[src/rtl/fpumuld_retire.sv]
// Retire buffer behind the double/extended FP multiplier: result FIFO, writeback handshake, sticky FP flags.
// Optional same-cycle bypass when empty: define FPUMULD_RETIRE_BYPASS_EN.
module fpumuld_retire #(
   parameter int unsigned DEPTH     = 4,
   parameter int unsigned TAG_W     = 9,
   parameter int unsigned AF_MARGIN = 2
) (
   input  logic             clk,
   input  logic             rst,
   input  logic             in_en,
   input  logic [TAG_W-1:0] in_tag,
   input  logic [67:0]      in_res,
   input  logic [15:0]      in_res_hi,
   input  logic [10:0]      in_raise,
   input  logic             flush,
   output logic             out_vld,
   input  logic             out_rdy,
   output logic [TAG_W-1:0] out_tag,
   output logic [67:0]      out_res,
   output logic [15:0]      out_res_hi,
   output logic [10:0]      out_raise,
   output logic             almost_full,
   input  logic [10:0]      excpt_mask,
   input  logic             flags_clr,
   output logic [10:0]      flags_sticky,
   output logic             excpt_pend,
   output logic             ovf_err
);

   localparam int unsigned PTR_W = $clog2(DEPTH);
   localparam int unsigned CNT_W = PTR_W + 1;

   typedef struct packed {
      logic [TAG_W-1:0] tag;
      logic [67:0]      res;
      logic [15:0]      res_hi;
      logic [10:0]      raise;
   } entry_t;

   entry_t           mem [DEPTH];
   logic [PTR_W-1:0] wp, rp, wp_n, rp_n;
   logic [CNT_W-1:0] count, count_n;
   logic             fifo_vld_c, full_c, byp_c, pop_c, rd_c, push_c, ovf_c;
   entry_t           in_entry_c, head_c;

   assign in_entry_c = '{tag: in_tag, res: in_res, res_hi: in_res_hi, raise: in_raise};
   assign fifo_vld_c = (count != '0);
   assign full_c     = (count == CNT_W'(DEPTH));

`ifdef FPUMULD_RETIRE_BYPASS_EN
   assign byp_c = ~fifo_vld_c & in_en & ~flush;
`else
   assign byp_c = 1'b0;
`endif

   // A bypassed result retired in its arrival cycle is never written, so rp must not move.
   assign out_vld = fifo_vld_c | byp_c;
   assign pop_c   = out_vld & out_rdy & ~flush;
   assign rd_c    = pop_c & fifo_vld_c;
   assign push_c  = in_en & ~flush & (~full_c | pop_c) & ~(byp_c & out_rdy);
   assign ovf_c   = in_en & ~flush & full_c & ~pop_c;

   // Head mux; fields read as zero whenever nothing is valid.
   always_comb begin
      head_c = '0;
      if (byp_c) begin
         head_c = in_entry_c;
      end else if (fifo_vld_c) begin
         head_c = mem[rp];
      end
   end

   assign out_tag    = head_c.tag;
   assign out_res    = head_c.res;
   assign out_res_hi = head_c.res_hi;
   assign out_raise  = head_c.raise;

   // Pointer and occupancy next state.
   always_comb begin
      wp_n    = wp;
      rp_n    = rp;
      count_n = count;
      if (flush) begin
         wp_n    = '0;
         rp_n    = '0;
         count_n = '0;
      end else begin
         if (push_c) wp_n = wp + PTR_W'(1);
         if (rd_c)   rp_n = rp + PTR_W'(1);
         if (push_c & ~rd_c) begin
            count_n = count + CNT_W'(1);
         end else if (~push_c & rd_c) begin
            count_n = count - CNT_W'(1);
         end
      end
   end

   // Storage needs no reset; empty reads are masked by head_c.
   always_ff @(posedge clk) begin
      if (push_c) mem[wp] <= in_entry_c;
   end

   always_ff @(posedge clk or posedge rst) begin
      if (rst) begin
         wp          <= '0;
         rp          <= '0;
         count       <= '0;
         almost_full <= 1'b0;
      end else begin
         wp          <= wp_n;
         rp          <= rp_n;
         count       <= count_n;
         almost_full <= ((32'(DEPTH) - 32'(count_n)) <= 32'(AF_MARGIN));
      end
   end

   // Sticky exception state; a pop in a clear cycle survives the clear.
   always_ff @(posedge clk or posedge rst) begin
      if (rst) begin
         flags_sticky <= '0;
         excpt_pend   <= 1'b0;
         ovf_err      <= 1'b0;
      end else begin
         flags_sticky <= (flags_clr ? 11'd0 : flags_sticky) | (pop_c ? head_c.raise : 11'd0);
         excpt_pend   <= (flags_clr ? 1'b0 : excpt_pend) | (pop_c & (|(head_c.raise & excpt_mask)));
         if (ovf_c) ovf_err <= 1'b1;
      end
   end

endmodule

[config.mk]
export PLATFORM = sky130hd
export DESIGN_NAME = fpumuld_retire
export DESIGN_NICKNAME = d
export VERILOG_FILES = /design/src/rtl/fpumuld_retire.sv
export SDC_FILE = /design/constraint.sdc
export NUM_CORES = 1
export LEC_CHECK = 0
export CAP_MARGIN = 15
export CORE_AREA = 2 2 190 192
export CTS_CLUSTER_DIAMETER = 100
export DETAILED_ROUTE_END_ITERATION = 7
export DIE_AREA = 0 0 192 194
export GPL_TIMING_DRIVEN = 0
export HOLD_SLACK_MARGIN = 0.1
export PLACE_DENSITY_LB_ADDON = 0.12
export SETUP_SLACK_MARGIN = 0.05
export SLEW_MARGIN = 30
export SYNTH_ARGS = -nofsm -noshare
export SYNTH_HDL_FRONTEND = slang
export SYNTH_SLANG_ARGS = --single-unit
[constraint.sdc]
create_clock -name clk -period 3.6 [get_ports clk]
set_input_delay 0.36 -clock clk [delete_from_list [all_inputs] [get_ports clk]]
set_output_delay 0.36 -clock clk [all_outputs]
set_load 0.01 [all_outputs]
==> qor.txt <==
CTS clk-pin slew, worst paths -> 0.06 ns
CTS sink cnt -> 437
Least-Margin Pin Slew -> 0.824 ns
post-CTS setup buffer count -> 0
nature of the critical path endpoint -> primary output
fin crit share -> 0.942
Mapped Avg Cell Area -> 21.1 um2
global-route wire length before repair -> 51900 um
RSZ-0062 raised after global routing -> no
largest family of logic cells by synthesized area -> multiplexers
# DRC -> 0
Core ar. -> 35200 um2
async set-reset flop share out of synthesis -> 0.0481
prevailing post-synth register cell -> edfxtp_1
share of the synthesized area in the top cell type -> 0.735
Worst Hold Class -> input port to asynchronous set/reset pin
Critical Path RT -> 3.24 ns
simple-gate share of the synthesized area -> 0.0510
CTS max path bufs -> 3
io pins -> 240
kind of critical path -> flip-flop to primary output
number of flops mapped to enable cells by yosys -> 416
Worst Setup Start Kind -> flip-flop
I/O Buffers -> 239
worst-path fanout max -> 10
Setup Viol. Count Final -> 0
Post-Synthesis Cell Area -> 17000 um2
mux contribution to synthesized area -> 0.140
DR WL/cell -> 21.5 um
H-tree levels -> 2
First-pass DRT Iterations -> 4
Worst slew margin -> 0.450
number of diodes -> 0
share of post-route cells with drive strength above 1 -> 0.186
Critical Path AT -> 3.03 ns
Leak -> 7.04 nW
grt ovf -> 0
Initial Util -> 0.482
gr usage total -> 0.187
Routed Antenna Nets -> 0
skew final -> 0.0144 ns
# nets final -> 1231
Std-Cell Rows -> 69
Die Area -> 37200 um2
number of max-cap violations -> 0
hold_buf cts -> 0
pwr dens -> 605 nW/um2
Synth area leaders -> edfxtp_1 (74%), mux4_2 (13%), and2_1 (3.7%)
hpwl dp -> 21500 um
initial antenna violation count -> 2
First DRT Iteration DRCs -> 542
Synth Area in Compound Gates -> 0.0175
die height -> 194 um
worst vdd ir -> 0.424 mV
status -> finished clean
commonest non-fill, non-tap cells in the layout -> edfxtp_1 (416), clkdlybuf4s50_1 (239), mux4_2 (96), and2_1 (96), clkbuf_16 (47)
Cells after Synth -> 806
Chip Width -> 192 um
Skew-Pair Late Insertion Delay -> 0.55 ns
commonest non-fill, non-tap cell in the layout -> edfxtp_1
cts bufs inserted -> 45
Post-Syn Nets -> 936
pin count of the biggest net entering global routing -> 40
Clock Tree Root -> clkbuf_16
Area Growth Syn to Fin -> 27.6%
minimum clock period -> 3.39 ns
vias per cell -> 5.30
register area share after synthesis -> 0.766
Pwr Total -> 0.0131 W
CTS tree -> built
Synth Warn # -> 0
design area -> 21700 um2
Final GP Congestion -> 0.779
Synth area leader -> edfxtp_1
Final Hold Fails -> 0
XOR/XNOR Fraction of Synth Area -> 0.00155
Distinct cells, synth -> 47
Post-CTS Resized -> 3
vias in the first global route -> 8854
Highest Clock Rate -> 295 MHz
Post-Synth Adder-Cell Area -> 0.00663
DP Area -> 20200 um2
Max Slew Vio Count -> 0
total number of vias -> 8462
flops & latches, synth -> 437
routed wire length -> 34300 um
## logic make-up after synthesis
group	count (synthesis)
buf+inv	56
mux	116
simple gates	149
xor+xnor	3
compound gates	36
flops	437
fa+ha+maj	9
## critical path: stages (launching register included)
cell and delay (ns):
dfrtp_1 0.33, buf_4 0.15, buf_6 0.18, buf_6 0.19, clkbuf_4 0.28, buf_2 0.33, mux4_2 0.36, and2_1 0.17
clkdlybuf4s50_1 0.50
## through the flow
step / TNS (ns) / std cells / hold slack (ns) / setup WS, ns / utilization
3_3_place_gp: -379.09 / 1506 / 0.469 / -0.934 / 0.567
5_1_grt: 0 / 1596 / 0.347 / 0.0819 / 0.616
2_1_floorplan: 0 / 806 / 0.337 / 0.718 / -
6_report: 0 / 1596 / 0.284 / 0.210 / 0.616
4_1_cts: 0 / 1596 / 0.292 / 0.0517 / 0.615
3_5_place_dp: 0 / 1515 / 0.478 / 0.250 / 0.573
## metal layers
layer  vias to the layer above  wire (um)  GRT usage
met4                         4        870     0.0585
met1                      4336      14600      0.256
met3                        62       2090     0.0460
met2                       226      16700      0.298
met5                         -         23          0
li1                       3834          -          -
## where the power goes
part	internal, W	switching [W]
Combinational	0.00148	0.00123
Sequential	0.00574	0.0000523
Clock	0.00281	0.00181
## sequential cells by signal, indices dropped and copies added (netlist names)
signal and flops:
excpt_pend 1, count 3, wp 2, ovf_err 1
mem 416, almost_full 1, rp 2, flags_sticky 11
## path summary, 6_finish.rpt
path	startpoint	to	slack (ns)	cells after the start
max in group asynchronous	rst	almost_full	2.79	2
min in group clk	in_res[52]	mem[0][79]	0.45	1
worst max-delay path	rp[1]	out_res[25]	0.21	8
worst min-delay path	rst	flags_sticky[8]	0.28	2
worst min register to register	flags_sticky[0]	flags_sticky[0]	0.50	1
worst max register to register	count[0]	almost_full	0.75	12
## area by class of cell
class,instances,area (um2)
Fill cell,2576,13500
Sequential cell,437,13000
Multi-Input combinational cell,313,3690
Timing Repair Buffer,248,2600
Clock buffer,63,1270
Tap cell,461,577
Buffer,41,265
Clock inverter,18,215
Inverter,15,56.3
## cell usage after synthesis, types with 2 or more instances
library cell and count:
and2_1 100, mux2_2 7, buf_2 13, o22ai_1 2, xnor2_1 2, nor2b_1 5
a31oi_1 2, nand3_1 3, inv_1 14, a22oi_1 2, clkbuf_1 16, mux2i_1 11
buf_6 8, a22o_1 3, mux4_2 96, buf_4 3, nor2_1 17, mux2_1 2
ha_1 9, dfrtp_1 21, nand2_1 14, o2bb2ai_1 9, nand2b_1 2, edfxtp_1 416
o21ai_0 7
No activity file was read; power rests on OpenSTA's default activity.
